===== config.mk =====
export PLATFORM = sky130hd
export DESIGN_NAME = baud_tick_sched
export DESIGN_NICKNAME = d
export VERILOG_FILES = /design/src/rtl/baud_pkg.sv /design/src/rtl/baud_phase_ctr.sv /design/src/rtl/baud_tick_sched.sv
export SDC_FILE = /design/constraint.sdc
export NUM_CORES = 1
export LEC_CHECK = 0
export ABC_AREA = 1
export BUFFER_PORTS_ARGS = -buffer_cell sky130_fd_sc_hd__buf_2
export CAP_MARGIN = 10
export CORE_AREA = 2 2 106 108
export CTS_CLUSTER_SIZE = 25
export DETAILED_ROUTE_END_ITERATION = 16
export DIE_AREA = 0 0 108 110
export PLACE_DENSITY = 0.4
export SETUP_SLACK_MARGIN = 0.05
export SYNTH_ARGS = -nofsm -noshare
export SYNTH_HDL_FRONTEND = slang
export SYNTH_SLANG_ARGS = --single-unit

===== constraint.sdc =====
create_clock -name i_clk -period 2.2 [get_ports i_clk]
set_clock_uncertainty 0.2 [all_clocks]
set_input_delay 0.11 -clock i_clk [delete_from_list [all_inputs] [get_ports i_clk]]
set_output_delay 0.11 -clock i_clk [all_outputs]
set_load 0.02 [all_outputs]

===== src/rtl/baud_pkg.sv =====
// Shared types and elaboration helpers for the UART baud tick scheduler.
package baud_pkg;

  typedef enum logic {
    ST_IDLE = 1'b0,
    ST_RUN  = 1'b1
  } chan_state_e;

  // Clock cycles per oversample tick, truncated.
  function automatic int unsigned calc_divisor(input int unsigned clk_freq,
                                               input int unsigned baud_rate,
                                               input int unsigned oversample);
    return clk_freq / (baud_rate * oversample);
  endfunction

  function automatic int unsigned clog2_u(input int unsigned value);
    int unsigned result;
    result = 0;
    for (int i = 0; i < 32; i++) begin
      if ((32'd1 << i) < value) result = i + 1;
    end
    return result;
  endfunction

endpackage


===== src/rtl/baud_phase_ctr.sv =====
// Per-channel IDLE/RUN FSM with an oversample phase counter and a registered bit strobe.
module baud_phase_ctr
  import baud_pkg::*;
#(
  parameter int unsigned OVERSAMPLE = 16,
  parameter int unsigned PRELOAD    = 0
) (
  input  logic i_clk,
  input  logic i_reset_n,
  input  logic i_req,
  input  logic i_os_tick,
  output logic o_tick,
  output logic o_active
);

  localparam int unsigned PW = clog2_u(OVERSAMPLE);
  localparam logic [PW-1:0] PHASE_PRE  = PW'(PRELOAD);
  localparam logic [PW-1:0] PHASE_LAST = PW'(OVERSAMPLE - 1);

  chan_state_e   state_q, state_d;
  logic [PW-1:0] phase_q, phase_d;
  logic          tick_q, tick_d;

  always_comb begin
    state_d = state_q;
    phase_d = phase_q;
    tick_d  = 1'b0;
    case (state_q)
      ST_IDLE: begin
        if (i_req) begin
          state_d = ST_RUN;
          phase_d = PHASE_PRE;
        end
      end
      ST_RUN: begin
        // Dropping req wins over a coinciding strobe.
        if (!i_req) begin
          state_d = ST_IDLE;
          phase_d = '0;
        end else if (i_os_tick) begin
          phase_d = phase_q + PW'(1);
          tick_d  = (phase_q == PHASE_LAST);
        end
      end
      default: begin
        state_d = ST_IDLE;
        phase_d = '0;
      end
    endcase
  end

  always_ff @(posedge i_clk or negedge i_reset_n) begin
    if (!i_reset_n) begin
      state_q <= ST_IDLE;
      phase_q <= '0;
      tick_q  <= 1'b0;
    end else begin
      state_q <= state_d;
      phase_q <= phase_d;
      tick_q  <= tick_d;
    end
  end

  assign o_tick   = tick_q;
  assign o_active = (state_q == ST_RUN);

endmodule


===== src/rtl/baud_tick_sched.sv =====
// Shared oversampling baud divider feeding independent TX (bit-edge) and RX (mid-bit) strobes.
module baud_tick_sched
  import baud_pkg::*;
#(
  parameter int unsigned CLK_FREQ   = 100000000,
  parameter int unsigned BAUD_RATE  = 19200,
  parameter int unsigned OVERSAMPLE = 16
) (
  input  logic i_clk,
  input  logic i_reset_n,
  input  logic i_tx_req,
  input  logic i_rx_req,
  output logic o_os_tick,
  output logic o_tx_tick,
  output logic o_rx_tick,
  output logic o_tx_active,
  output logic o_rx_active,
  output logic o_busy
);

  localparam int unsigned DIVISOR = calc_divisor(CLK_FREQ, BAUD_RATE, OVERSAMPLE);
  localparam logic [31:0] DIV_LAST = 32'(DIVISOR - 1);

  if (DIVISOR < 2) begin : g_bad_divisor
    $error("baud_tick_sched: DIVISOR must be at least 2");
  end
  if ((OVERSAMPLE < 4) || ((OVERSAMPLE & (OVERSAMPLE - 1)) != 0)) begin : g_bad_oversample
    $error("baud_tick_sched: OVERSAMPLE must be a power of two and at least 4");
  end

  logic        div_en;
  logic [31:0] div_cnt_q, div_cnt_d;
  logic        os_tick_q, os_tick_d;

  assign div_en = i_tx_req | i_rx_req;

  // Counter is held at zero while idle so a fresh start has a fixed latency.
  always_comb begin
    div_cnt_d = '0;
    os_tick_d = 1'b0;
    if (div_en) begin
      if (div_cnt_q == DIV_LAST) begin
        os_tick_d = 1'b1;
      end else begin
        div_cnt_d = div_cnt_q + 32'd1;
      end
    end
  end

  always_ff @(posedge i_clk or negedge i_reset_n) begin
    if (!i_reset_n) begin
      div_cnt_q <= '0;
      os_tick_q <= 1'b0;
    end else begin
      div_cnt_q <= div_cnt_d;
      os_tick_q <= os_tick_d;
    end
  end

  baud_phase_ctr #(
    .OVERSAMPLE (OVERSAMPLE),
    .PRELOAD    (0)
  ) u_tx_phase (
    .i_clk     (i_clk),
    .i_reset_n (i_reset_n),
    .i_req     (i_tx_req),
    .i_os_tick (os_tick_q),
    .o_tick    (o_tx_tick),
    .o_active  (o_tx_active)
  );

  baud_phase_ctr #(
    .OVERSAMPLE (OVERSAMPLE),
    .PRELOAD    (OVERSAMPLE / 2)
  ) u_rx_phase (
    .i_clk     (i_clk),
    .i_reset_n (i_reset_n),
    .i_req     (i_rx_req),
    .i_os_tick (os_tick_q),
    .o_tick    (o_rx_tick),
    .o_active  (o_rx_active)
  );

  assign o_os_tick = os_tick_q;
  assign o_busy    = o_tx_active | o_rx_active;

endmodule


**Word-level counts from Yosys, hierarchy flattened**

Cells that the tools add are included.

- Add/subtract/negate cells: 3
- Multiply operators: 0
- Divide/modulo/power cells: 0
- Order comparisons: 0
- Eq/ne operators: 7
- Shift operators: 0
- Multiplexer cells: 20
- Bitwise gates (word level): 4
- Reductions and logical operators: 2

Operators with widths:

| kind | number |
|---|---|
| $mux 32 | 2 |
| $add 32x1->32 const B | 1 |
| $eq 32x9->1 const B | 1 |
| $mux 4 | 6 |
| $pmux 4 s2 | 2 |
| $mux 1 | 10 |
| $add 4x1->4 const B | 2 |
| $eq 4x4->1 const B | 2 |
| $ne 3x3->1 const B | 2 |
| $ne 2x2->1 const B | 2 |
| $reduce_and 2->1 | 2 |
| $not 1->1 | 2 |
| $or 1x1->1 | 2 |

- Register bits after elaboration: 45
- Latch bits: 0
- RAM bits: 0
- ROM bits: 0
- Bits of input ports: 4
- Output and inout port bits: 6
- Word-level logic and storage cells: 44
- Memories kept: 0

**Depth between registers and ports, before layout**

- Depth after elaboration: 4
- Depth in mapped cells: 9
- Depth with buffers taken out: 9

**By module**

A second synthesis with hierarchy kept.

- Cells, all modules: 411
- Area, all modules: 2796.4 µm²

By module, submodules not included:

| module | instances | cells an instance | area an instance (µm²) | sequential area each (µm²) |
|---|---|---|---|---|
| baud_tick_sched | 1 | 340 | 2184.6 | 825.8 |
| baud_phase_ctr at u_rx_phase | 1 | 38 | 316.6 | 150.1 |
| baud_phase_ctr at u_tx_phase | 1 | 33 | 295.3 | 150.1 |

**Least setup slack after synthesis**

Ideal clock, no wire load.

- Path kind: register to register
- Start: reg div_cnt_q[0]
- End: reg div_cnt_q[30]
- Library setup time: 120 ps
- Arrival time: 1299 ps
- Data required time: 1880 ps
- Slack: 581 ps
- Cell stages (with the launch flop): 9
- Path buffers: 0
- Period minus slack after synthesis: 1619 ps
- Path through: dfrtp_1 -> ha_1 -> inv_1 -> nor2_8 -> nand2_4 -> nor2_4 -> nand3_1 -> nand2_1 -> nor2_2

- Longest elaborated chain between the ends: 3
- Elaborated cells between the ends (all ways): 4
- Classes of those cells: 1 x add/sub; 1 x eq/ne; 2 x mux

Ends and longest elaborated chain:

| item | line | RTL |
|---|---|---|
| start: declaration | baud_tick_sched.sv:32 | `logic [31:0] div_cnt_q, div_cnt_d;` |
| start signal: assignment | baud_tick_sched.sv:55 | `div_cnt_q <= div_cnt_d;` |
| $add 32x1->32 / $eq 32x9->1 (equally long branches) | baud_tick_sched.sv:45, baud_tick_sched.sv:42 |  |
| $mux 32 (*) | baud_tick_sched.sv:42 | `if (div_cnt_q == DIV_LAST) begin` |
| $mux 32 (*) | baud_tick_sched.sv:41 | `if (div_en) begin` |
| via div_cnt_d[30] | baud_tick_sched.sv:32 |  |

Mark *: on every way through the listed nets, which the timed path passes. The rest lies on a longest branch.
A chain may end at the register's enable or synchronous reset.

**Worst setup path in the final report**

- Start: reg div_cnt_q[0]
- End: reg div_cnt_q[20]

The elaborated chain is that of the path after synthesis.

==> results.cfg <==
[critical_path]
path_delay_family = simple AND/OR/NAND/NOR gates
critPathCaptureType = flop
worstRegToRegCells = 9
critical_register_to_register_path_endpoint = div_cnt_q[20]
path_buf_inv = 1
worst_setup_path_endpoint = div_cnt_q[20]
r2r_setup_slack_ns = 0.43
setup.worst_path.start = div_cnt_q[0]
launch_point_of_the_worst_reg_to_reg_path = div_cnt_q[0]
start_kind = flop
slowest_delay_ns = 0.44
critical-path-top-cell-by-count = nand2_1
criticalPathCategory = flop to flop
worstSetupPathDepth = 9
critPathRequiredTime_ns = 2.24
crit_chain = ha_1 -> inv_1 -> nor2_8 -> nand2_4 -> nor2_4 -> nand2_1 -> nand2_1 -> nand2_1 -> nor2_1
worstPathMaxFanout = 6
cpMaxStageDelayCell = dfrtp_1
cp_data_arrival_time_ns = 1.81

[place]
dp_hpwl_um = 5120
routabilityCongestion = 0.801
post_dp_cell_area_sq_mm = 0.00288
placement.io_buffers = 9

[cells_and_area]
antennaDiodeCount = 0
share_of_final_layout_standard_cells_stronger_than_drive_strength_1_pct = 10.9
area_growth_syn_to_layout_pct = 15.1
finish.instance_area_sq_mm = 0.00304
design.final.nets = 394

[grt]
met2_layer_usage_reported_by_global_route_pct = 21.0
gr-usage-all-layers_pct = 12.2
gr-usage-met1_pct = 15.8
first_global_vias = 2261
gr-max-usage-layer = met2
antenna_found_initial = 0
grt_pass1_wl_um = 11100
grt_max_degree = 46
grt_use_met3_pct = 2.18
global_route.overflow_total = 0

[yosys]
avgSynthCellArea_sq_um = 7.23
synth.cell_area_sq_mm = 0.00265
seq_area_frac_synth_pct = 42.6
synth_top_area_share_pct = 42.6
synth_largest_area_cell = dfrtp_1
yosys.cell_types.count = 23
synthCells = 366
synthesis.yosys.warnings = 0
post_syn_nets = 374
synth.area.top_cells = dfrtp_1 (43%), nand2_1 (15%), nor2_1 (13%), inv_1 (5.3%), nand3_1 (4.7%)
yosys_register_bits = 45

[die]
core_area_sq_mm = 0.0107
die-area_sq_mm = 0.0119
die_width_um = 108
floorplan.initialDensity_pct = 24.7
row_cnt = 38
io_pins = 10
dieHeight_um = 110

[detailed_routing]
detail_route.wirelength_um = 6640
dr.first_iter.drc_count = 60
route.antenna.remaining_nets = 0
drcViolationCount = 0
vias_per_cell = 4.20
drt_pass1_iterations = 4
via_total_after_detailed_routing = 2211
post_drt_wl_per_cell_um = 12.6

[sta]
timing.slew.headroom_pct = 59.2
timing.final.max_slew_violations = 0
grt_setup_unrepaired = false
clock.fmax_mhz = 565
setup_tns_ns = 0
timing_hold_violations_final = 0
final_setup_violations = 0
layout_min_cycle_time_ns = 1.77
tightest_slew_ns = 0.613
fraction_of_the_cycle_the_final_worst_path_needs_pct = 80.4

[cts]
clkSlewWorstSetupHoldPaths_ns = 0.09
clk_path_buf_depth = 2
insertion_delay_ns = 0.30
clock_tree_root = clkbuf_8
numCtsBuffers = 5
cts.sinks = 45
cts_tree = built
cts-htree-levels = 2
cts_repair_resize_count = 0

[power_and_ir_drop]
pwr_density_cell_mw_per_mm2 = 605
p_total_w = 0.00184
total_leakage_power_nw = 1.37
worst_ir_drop_vdd_mv = 0.285

[run_status]
status = finished, final reports clean

[min_path]
worstHoldPathType = primary input to asynchronous set/reset pin

[run]
maxCapViolCount = 0
-- tightest hold or removal path, cell delays in order --
cell           delay, ns
dlygate4sd3_1       0.52
buf_2               0.09
buf_4               0.49
-- cell type report --
cell class | count | area [sq um]
clock buffers | 5 | 68.8
well taps | 140 | 175
multi-input cells | 282 | 1370
fillers | 1229 | 7650
flip-flops and latches | 45 | 1130
inverters | 37 | 139
repair buffers | 15 | 97.6
clock inverters | 3 | 65.1
-- state kept, by name, indices dropped and copies added, names as in the netlist --
name and flops:
div_cnt_q 32, o_os_tick 1, u_rx_phase.o_active 1, u_rx_phase.o_tick 1
u_rx_phase.phase_q 4, u_tx_phase.o_active 1, u_tx_phase.o_tick 1, u_tx_phase.phase_q 4
-- stage by stage --
step / cells / utilization (%) / hold WS, ns / setup slack (ns)
after floorplan: 366 / - / -0.386 / 0.581
after global placement: 516 / 26.9 / 0.0584 / 0.448
after detailed placement: 516 / 26.9 / 0.0588 / 0.423
after CTS: 527 / 28.5 / 0.262 / 0.419
after global routing: 527 / 28.5 / 0.308 / 0.283
final: 527 / 28.5 / 0.232 / 0.431
-- worst min path at each step --
stage                          endpoint  cells after the start  slack [ns]
after floorplan            div_cnt_q[0]                      0       -0.39
after CTS                 div_cnt_q[18]                      3        0.26
after detailed placement  div_cnt_q[18]                      2        0.06
after global placement    div_cnt_q[18]                      2        0.06
final                     div_cnt_q[18]                      3        0.23
after global routing      div_cnt_q[18]                      3        0.31
-- cell families (layout without fill, tap and decap cells) --
group           count (synthesis)  after routing  share of synthesized area (%)
flops                          45             45                           42.6
buf+inv                        39             60                           5.63
fa+ha+maj                       4              4                           1.89
simple gates                  247            247                           41.2
mux                             1              1                          0.378
compound gates                 14             14                           3.03
xor+xnor                       16             16                           5.30
-- synth_stat cells (all sizes together) --
master	count
nand4	4
dfrtp	45
o211ai	1
o22ai	2
buf	2
and2	1
o21bai	2
nor3	2
xnor2	9
ha	4
nand2	111
o21ai	8
a21oi	1
xor2	7
inv	37
mux2i	1
nand3	25
nor2	104
-- metal layers --
metal	vias up	wire [um]
met3	5	126
met4	0	61
met2	11	3080
li1	1169	-
met5	-	0
met1	1026	3370
-- power by group --
part	internal (W)	switching, W	total [W]
sequential	0.000858	0.0000461	0.000904
combinational	0.0000650	0.000111	0.000176
clock	0.000452	0.000311	0.000763
-- layout by cell type (no fill, tap or decap) --
master	n
inv_1	37
o21bai_1	2
clkinv_2	1
xnor2_1	9
nor3_1	2
nand2_1	103
o211ai_1	1
clkbuf_8	5
nor2_1	90
dfrtp_1	45
nand3_1	25
nand2_4	3
nor2_4	7
a21oi_1	1
buf_2	9
mux2i_1	1
o21ai_0	8
dlygate4sd3_1	3
nor2_8	1
and2_1	1
xor2_1	7
buf_4	3
nand2_2	5
nand4_1	4
nor2_2	6
ha_1	4
o22ai_1	2
bufinv_16	2
-- what timing repair did --
item                      in CTS  in global routing
buffers inserted               0                  0
hold endpoints to repair      51                  0
hold buffers                   3                  0
Power figures use the tool's default switching activity.
